### config.mk
export PLATFORM = sky130hd
export DESIGN_NAME = lif_array
export DESIGN_NICKNAME = d
export VERILOG_FILES = /design/src/rtl/lif_array.sv
export SDC_FILE = /design/constraint.sdc
export NUM_CORES = 1
export LEC_CHECK = 0
export ABC_AREA = 1
export CAP_MARGIN = 5
export CORE_MARGIN = 2
export CORE_UTILIZATION = 60
export DETAILED_ROUTE_END_ITERATION = 16
export PLACE_DENSITY = 0.87
export SLEW_MARGIN = 20
export SYNTH_ARGS = -nofsm -noshare
export SYNTH_HDL_FRONTEND = slang
export SYNTH_SLANG_ARGS = --single-unit
export TNS_END_PERCENT = 20
### constraint.sdc
create_clock -name clk -period 8.25 [get_ports clk]
set_clock_uncertainty 0.15 [all_clocks]
set_input_delay 1.65 -clock clk [delete_from_list [all_inputs] [get_ports clk]]
set_output_delay 1.65 -clock clk [all_outputs]
set_load 0.02 [all_outputs]
### src/rtl/lif_array.sv
// lif_array: time-multiplexed array of leaky integrate-and-fire neurons.
//
// One shared update datapath visits every neuron once per sweep. A sweep
// is started by `tick` while idle; each enabled sweep cycle updates
// neuron[idx] and advances idx. After the last neuron, the sweep's spike
// accumulator is published on `spikes` and `done` pulses for one cycle.
//
// Ports:
//   clk, rst_n       clock, asynchronous active-low reset
//   ena              global enable; low freezes every register
//   tick             sweep request (honoured only when idle and enabled)
//   base_current     per-neuron current, neuron i at [i*CUR_W +: CUR_W]
//   coupling_in      unsigned coupling magnitude
//   mode             00 base, 01 base+cpl, 10 base-cpl, 11 lateral
//   threshold        spike threshold (v >= threshold fires)
//   reset_potential  potential after a spike / during refractory sweeps
//   leak             leak subtracted per update (only when v > leak)
//   refrac_period    refractory sweeps following a spike
//   potential_sel    readout index
//   potential_out    combinational potential of the selected neuron
//   spikes           spike vector of the last completed sweep
//   busy             sweep in progress
//   done             one-cycle pulse at sweep completion

// Per-neuron state: potential and refractory counter, written only on
// that neuron's update cycle.
module lif_cell #(
  parameter int WIDTH    = 8,
  parameter int REFRAC_W = 3,
  parameter int V_INIT   = 50
) (
  input  logic                clk,
  input  logic                rst_n,
  input  logic                we_i,
  input  logic [WIDTH-1:0]    v_d_i,
  input  logic [REFRAC_W-1:0] rc_d_i,
  output logic [WIDTH-1:0]    v_o,
  output logic [REFRAC_W-1:0] rc_o
);
  localparam logic [WIDTH-1:0] V_INIT_W = WIDTH'(V_INIT);

  logic [WIDTH-1:0]    v_q;
  logic [REFRAC_W-1:0] rc_q;

  always_ff @(posedge clk or negedge rst_n) begin
    if (!rst_n) begin
      v_q  <= V_INIT_W;
      rc_q <= '0;
    end else if (we_i) begin
      v_q  <= v_d_i;
      rc_q <= rc_d_i;
    end
  end

  assign v_o  = v_q;
  assign rc_o = rc_q;
endmodule

module lif_array #(
  parameter int N_NEURONS = 4,
  parameter int WIDTH     = 8,
  parameter int CUR_W     = 5,
  parameter int REFRAC_W  = 3,
  parameter int V_INIT    = 50,
  localparam int IDX_W    = (N_NEURONS > 1) ? $clog2(N_NEURONS) : 1
) (
  input  logic                         clk,
  input  logic                         rst_n,
  input  logic                         ena,
  input  logic                         tick,
  input  logic [N_NEURONS*CUR_W-1:0]   base_current,
  input  logic [WIDTH-1:0]             coupling_in,
  input  logic [1:0]                   mode,
  input  logic [WIDTH-1:0]             threshold,
  input  logic [WIDTH-1:0]             reset_potential,
  input  logic [WIDTH-1:0]             leak,
  input  logic [REFRAC_W-1:0]          refrac_period,
  input  logic [IDX_W-1:0]             potential_sel,
  output logic [WIDTH-1:0]             potential_out,
  output logic [N_NEURONS-1:0]         spikes,
  output logic                         busy,
  output logic                         done
);
  // Wide enough that v + base + coupling never wraps before the clamp.
  localparam int MAXW  = (WIDTH > CUR_W) ? WIDTH : CUR_W;
  localparam int SUM_W = MAXW + 3;
  localparam logic signed [SUM_W-1:0] S_MAX =
    $signed({{(SUM_W-WIDTH){1'b0}}, {WIDTH{1'b1}}});
  localparam logic [IDX_W-1:0] LAST_IDX = IDX_W'(N_NEURONS - 1);

  typedef enum logic {S_IDLE, S_SWEEP} state_t;

  state_t                  state_q;
  logic [IDX_W-1:0]        idx_q;
  logic                    busy_q, done_q;
  logic [N_NEURONS-1:0]    spikes_q, prev_q, acc_q, acc_d;

  logic [N_NEURONS-1:0][WIDTH-1:0]    v_vec;
  logic [N_NEURONS-1:0][REFRAC_W-1:0] rc_vec;

  logic [WIDTH-1:0]     v_cur, v_nxt, v_sat;
  logic [REFRAC_W-1:0]  rc_cur, rc_nxt;
  logic [CUR_W-1:0]     base_cur;
  logic [N_NEURONS-1:0] self_mask;
  logic                 spk, lateral_hit, upd_en;

  logic signed [SUM_W-1:0] s_v, s_base, s_cpl, s_leak, s_cur, s_sum;

  assign upd_en = ena && (state_q == S_SWEEP);

  // Select the neuron under update; self_mask is its one-hot position.
  always_comb begin
    v_cur     = '0;
    rc_cur    = '0;
    base_cur  = '0;
    self_mask = '0;
    for (int i = 0; i < N_NEURONS; i++) begin
      if (idx_q == IDX_W'(i)) begin
        v_cur        = v_vec[i];
        rc_cur       = rc_vec[i];
        base_cur     = base_current[i*CUR_W +: CUR_W];
        self_mask[i] = 1'b1;
      end
    end
  end

  // Lateral coupling ignores the neuron's own spike from the last sweep.
  assign lateral_hit = |(prev_q & ~self_mask);

  // Shared integrate datapath, all operands zero-extended before signing.
  always_comb begin
    s_v    = $signed({{(SUM_W-WIDTH){1'b0}}, v_cur});
    s_base = $signed({{(SUM_W-CUR_W){1'b0}}, base_cur});
    s_cpl  = $signed({{(SUM_W-WIDTH){1'b0}}, coupling_in});
    s_leak = (v_cur > leak) ? $signed({{(SUM_W-WIDTH){1'b0}}, leak}) : '0;
    case (mode)
      2'b00:   s_cur = s_base;
      2'b01:   s_cur = s_base + s_cpl;
      2'b10:   s_cur = s_base - s_cpl;
      default: s_cur = lateral_hit ? (s_base + s_cpl) : s_base;
    endcase
    s_sum = s_v + s_cur - s_leak;
    if (s_sum < 0)          v_sat = '0;
    else if (s_sum > S_MAX) v_sat = '1;
    else                    v_sat = s_sum[WIDTH-1:0];
  end

  // Refractory beats threshold, threshold beats integration.
  always_comb begin
    v_nxt  = v_sat;
    rc_nxt = rc_cur;
    spk    = 1'b0;
    if (rc_cur != '0) begin
      v_nxt  = reset_potential;
      rc_nxt = rc_cur - REFRAC_W'(1);
    end else if (v_cur >= threshold) begin
      v_nxt  = reset_potential;
      rc_nxt = refrac_period;
      spk    = 1'b1;
    end
  end

  assign acc_d = (acc_q & ~self_mask) | (spk ? self_mask : '0);

  for (genvar g = 0; g < N_NEURONS; g++) begin : g_cell
    lif_cell #(
      .WIDTH   (WIDTH),
      .REFRAC_W(REFRAC_W),
      .V_INIT  (V_INIT)
    ) u_cell (
      .clk   (clk),
      .rst_n (rst_n),
      .we_i  (upd_en && self_mask[g]),
      .v_d_i (v_nxt),
      .rc_d_i(rc_nxt),
      .v_o   (v_vec[g]),
      .rc_o  (rc_vec[g])
    );
  end

  // Sweep sequencer. Disabled cycles hold everything, done included.
  always_ff @(posedge clk or negedge rst_n) begin
    if (!rst_n) begin
      state_q  <= S_IDLE;
      idx_q    <= '0;
      busy_q   <= 1'b0;
      done_q   <= 1'b0;
      spikes_q <= '0;
      prev_q   <= '0;
      acc_q    <= '0;
    end else if (ena) begin
      done_q <= 1'b0;
      case (state_q)
        S_IDLE: begin
          if (tick) begin
            state_q <= S_SWEEP;
            idx_q   <= '0;
            busy_q  <= 1'b1;
            acc_q   <= '0;
          end
        end
        default: begin
          acc_q <= acc_d;
          if (idx_q == LAST_IDX) begin
            state_q  <= S_IDLE;
            idx_q    <= '0;
            busy_q   <= 1'b0;
            done_q   <= 1'b1;
            spikes_q <= acc_d;
            prev_q   <= acc_d;
          end else begin
            idx_q <= idx_q + IDX_W'(1);
          end
        end
      endcase
    end
  end

  // Combinational readout; out-of-range selects read as zero.
  always_comb begin
    potential_out = '0;
    for (int i = 0; i < N_NEURONS; i++)
      if (potential_sel == IDX_W'(i)) potential_out = v_vec[i];
  end

  assign spikes = spikes_q;
  assign busy   = busy_q;
  assign done   = done_q;
endmodule

== Word-level counts from Yosys, hierarchy flattened ==
Cells that the tools add are included.
Word-level totals
  bits in registers: 57
  input port bits: 63
  word-level logic and storage cells: 95
  output and inout port bits: 14
Operators by class
  muxes and demuxes: 44
  bitwise logic cells: 4
  $add $sub $neg: 6
  reduce and logical (&&, ||, !) cells: 14
  eq/ne operators: 9
  order comparisons: 4
Operator list (number)
  $mux 8: 13
  $pmux 11 s3: 1
  $mux 5: 4
  $mux 3: 6
  $mux 1: 13
  $mux 4: 3
  $add 9x11->11: 1
  $gt 11x9->1 const B: 1
  $lt 11x1->1 const B: 1
  $sub 11x9->11: 1
  $eq 2x2->1 const B: 5
  $add 5x8->9: 1
  $mux 9: 1
  $sub 5x8->9: 1
  $and 4x4->4: 2
  $ge 8x8->1: 1
  $gt 8x8->1: 1
  $eq 2x1->1 const B: 3
  $logic_not 2->1: 3
  $mux 2: 3
  $reduce_and 3->1: 2
  $logic_and 1x1->1: 5
  $not 4->4: 1
  $or 4x4->4: 1
  other kinds (7): 7

== Logic depth before layout (Yosys ltp) ==
  word-level depth: 15
  depth in mapped cells: 39
  gate-level depth less buffers: 38

== Modules after synthesis ==
A second synthesis with hierarchy kept.
Second synthesis, totals
  cell total of the unflattened synthesis: 770
  area, all modules: 5096.1 um^2
Modules (own cells, without submodules)
  lif_array: area an instance 3394.5 um^2, sequential area each 300.3 um^2, times used 1, cells an instance 582
  lif_cell: area an instance 425.4 um^2, sequential area each 279.0 um^2, times used 4, cells an instance 47

== Worst setup path before layout ==
No wires, ideal clock.
  kind: input-to-reg
  start point: in base_current[6]
  end point: reg g_cell[0].u_cell.v_q[2]
  data required time: 7.983 ns
  setup slack: 2.944 ns
  setup time: 0.117 ns
  buffers on the path: 0
  stages on the path: 28
  data arrival time: 5.039 ns
  path through: a22oi_1 -> nand2_1 -> a22oi_1 -> inv_1 -> fa_1 -> nand3_1 -> nand3_1 -> nand2_1 -> a21oi_1 -> a21oi_1 -> o21ai_0 -> o21ai_1 -> nor2_1 -> fa_1 -> inv_1 -> ha_1 -> nand2_1 -> inv_1 -> a21oi_1 -> nand3_1 -> nand2_1 -> nand3_2 -> nand2_2 -> nand2_1 -> nand2_2 -> nand2_2 -> nand2_1 -> nand2_1
On the way
  cells in the longest elaborated chain, start to end: 13
  elaborated cells between the ends (all ways): 15
  classes of those cells: 4 x add/sub; 2 x order compare; 9 x mux
RTL lines
  start: declaration: line 71  | input logic [N_NEURONS*CUR_W-1:0] base_current,
  $mux 5 (*) (3 in a row): line 118  | if (idx_q == IDX_W'(i)) begin
  $add 5x8->9: line 138, 140
  $mux 9: line 140  | default: s_cur = lateral_hit ? (s_base + s_cpl) : s_base;
  $pmux 11 s3 (*): line 136  | case (mode)
  $add 9x11->11 (*): line 142  | s_sum = s_v + s_cur - s_leak;
  $sub 11x9->11 (*): line 142
  $gt 11x9->1: line 144  | else if (s_sum > S_MAX) v_sat = '1;
  $mux 8: line 144
  $mux 8 (*): line 143  | if (s_sum < 0) v_sat = '0;
  $mux 8 (*): line 156  | end else if (v_cur >= threshold) begin
  $mux 8 (*): line 153  | if (rc_cur != '0) begin
  end signal: assignment: line 50  | v_q <= v_d_i;
  end: declaration: line 42  | logic [WIDTH-1:0] v_q;
Every way passes the cells marked *; elsewhere a longest branch is shown, timed or not.
A chain may end at the register's enable or synchronous reset.

== Worst setup path after layout ==
  start point: in base_current[5]
  end point: reg g_cell[0].u_cell.v_q[7]
Same word-level chain as after synthesis.

==> results by group <==
Outcome
  – Status: complete, no violations

Worst hold path
  – HP Class: flip-flop to flip-flop

STA
  – Fmax: 165 MHz
  – Setup total negative slack: 0 ps
  – Crit share post-route: 73.4%
  – Worst Tran Pin Value: approximately 1100 ps
  – Final Setup Violations: 0
  – Rel. slew slack: 27.0%
  – Final worst path period need: slightly above 6000 ps
  – RSZ-0062 raised after global routing: false
  – Final slew viol count: 0
  – Final Hold Vio Count: 0

GRT
  – Vias in the first global route: 5099
  – Grt total ovfl: 0
  – Global Route Usage Sum: approximately a third
  – Largest net degree at the start of global routing: 57
  – Initial antenna violation count: 0
  – First-pass GRT wire length: 23500 µm

Worst setup path
  – Required @ worst endpoint: 8310 ps
  – Crit end category: flip-flop
  – Origin of the critical flop-to-flop path: idx_q[1]
  – Setup crit start: base_current[5]
  – Peak per-stage delay on the critical path: 470 ps
  – Cell depth of the worst flop-to-flop path: 32
  – Setup Crit Path Kind: primary input to flip-flop
  – CP endpoint: g_cell[0].u_cell.v_o[7]
  – CP max FO: 6
  – Critical Path Source Type: primary input
  – Worst R2R End: g_cell[0].u_cell.v_o[7]
  – Slowest cell on the critical path: fa_1
  – R2r setup slk: ~2300 ps
  – Most frequent CP cell: nand2_1
  – WP data arrival: between 6000 and 7000 ps

Yosys
  – Library cells used by synthesis: 46
  – Main synth FF type: dfrtp_1
  – EDFF count, synth: 0
  – Cell with the most instances after synthesis: nand2_1
  – Syn Inst Count: 756
  – Register area share after synthesis: ~28%
  – Number of synthesis warnings: 0
  – Syn Area/Cell: ~6.8 µm²
  – Yosys reg bits: 56
  – Area share of the largest cell type after synthesis: 21.5%
  – Synth Net Count: 873
  – Post-Syn Area: between 5000 and 6000 µm²
  – Post-synth top area cell: dfrtp_1
  – Post-synth top cells: nand2_1, inv_1, nor2_1, dfrtp_1, ha_1
  – Area contributors post-synth: dfrtp_1, nand2_1, ha_1
  – Async set-or-reset flop fraction in the synthesized netlist: 100%

Detailed routing
  – Routed len/inst: between 15 and 20 µm
  – Met2 routed WL: 7140 µm
  – DR pass1 iterations: 5
  – Vias/cell: 5.66
  – 1st-iter DRT viols: 380
  – Routed wl met3: 1140 µm
  – Total Wirelength: 14400 µm
  – Post-route ant nets: 0
  – M1 WL: roughly 5700 µm
  – Via Count: 5241
  – Drc violations: 0
  – DR top layer: met4

CTS
  – Clk_lat worst skew: approximately 320 ps
  – Reg clk slew, reported paths: 100 ps
  – Clock buffer depth: 2
  – Cts hold-fix bufs: 0
  – Count of clock tree sinks: 56
  – Cts bufs inserted: 5
  – H-tree levels: 2
  – Post-CTS setup buffers: 0
  – Clk root buf: clkbuf_8
  – CTS tree: yes
  – Post_cts resized: 0

Flow run
  – Max cap viols: 0

Place
  – Inst Count DP: 918
  – I/O Buffers: 76
  – Dpl hpwl: 11100 µm
  – GPL Wtd Cong: 0.958
  – Placed cell area: 5910 µm²

Floorplanning
  – DIE HEIGHT: 96.3 µm
  – CORE AREA: 8260 µm²
  – Die footprint: 9280 µm²
  – Die width: 96.3 µm
  – # rows: 33
  – I/O pin cnt: 77
  – Initial core utilization: 61.9%

Final layout
  – Layout Cells excl Fill: 926
  – Fin area: 6030 µm²
  – ANT cells: 0
  – Layout cell share with drive strength beyond 1: between 6 and 7%
  – Area growth from synthesis to layout: 17.8%
  – Post-layout net count: 937
layout by cell type, fill, tap and decap left out, drive strengths merged, types with 7 or more instances in the layout:
cell type      instances
nand3                 27
nand4                 10
fa                    10
xor2                   7
inv                  103
nor2                  51
dfrtp                 44
ha                    44
nand2                296
dfstp                 12
a21oi                 32
clkdlybuf4s50         75
a22oi                 16
o21ai                 43
state kept, by name, summed over array words and instances (netlist names):
| signal | cells |
|---|---|
| g_cell.u_cell.v_o | 32 |
| g_cell.u_cell.rc_o | 12 |
| prev_q | 4 |
| acc_q | 3 |
| idx_q | 2 |
| busy | 1 |
| done | 1 |
| state_q | 1 |
per-stage QoR:
step | hold WS (ps) | worst slack [ps] | utilization [%]
after global routing | 351 | 1660 | 73.0
after floorplan | 294 | 2940 | -
after detailed placement | 314 | 1930 | 71.6
after global placement | 306 | 1920 | 71.6
final | 329 | 2200 | 73.0
after CTS | 331 | 2260 | 73.0
worst min path at each step:
stage / start / end / slack (ps) / cells after the start
final: g_cell[1].u_cell.v_o[5] / g_cell[1].u_cell.v_o[5] / 330 / 2
after detailed placement: g_cell[1].u_cell.v_o[5] / g_cell[1].u_cell.v_o[5] / 310 / 2
after CTS: g_cell[1].u_cell.v_o[5] / g_cell[1].u_cell.v_o[5] / 330 / 2
after global placement: g_cell[3].u_cell.rc_o[0] / g_cell[3].u_cell.rc_o[0] / 310 / 2
after floorplan: g_cell[3].u_cell.rc_o[0] / g_cell[3].u_cell.rc_o[0] / 290 / 2
after global routing: g_cell[3].u_cell.v_o[4] / g_cell[3].u_cell.v_o[4] / 350 / 2
kinds of logic after synthesis:
kind of cell | synth area share, %
flip-flops | 27.7
multiplexers | 0.196
adder cells (fa/ha/maj) | 14.7
buffers and inverters | 10.0
AND/OR/NAND/NOR | 31.4
XOR/XNOR | 1.88
AO/OA/AOI/OAI | 14.1
worst max-delay path: cells and delay by family:
kind / cells / cell delay, ps
adders and majority gates: 4 / 1420
and+or+nand+nor: 17 / 1750
AOI/OAI and AO/OA: 4 / 470
buffers and inverters: 4 / 670
xor gates and xnor gates: 1 / 140
cell type report:
type | count | area [µm²]
clock buffers | 5 | 68.8
inverters | 105 | 402
well taps | 105 | 131
multi-input cells | 573 | 3190
fillers | 671 | 2230
flip-flops and latches | 56 | 1420
clock inverters | 3 | 42.5
repair buffers | 79 | 778
per-layer routing:
metal / global-route usage (%) / up-vias
met5: 0 / -
met4: 13.6 / 0
met3: 4.93 / 36
met2: 58.0 / 251
met1: 39.5 / 2418
li1: - / 2536
Power is left out: the tool's default activity adds up to more than one toggle a clock period on the data nets, which glitch-free logic cannot reach.
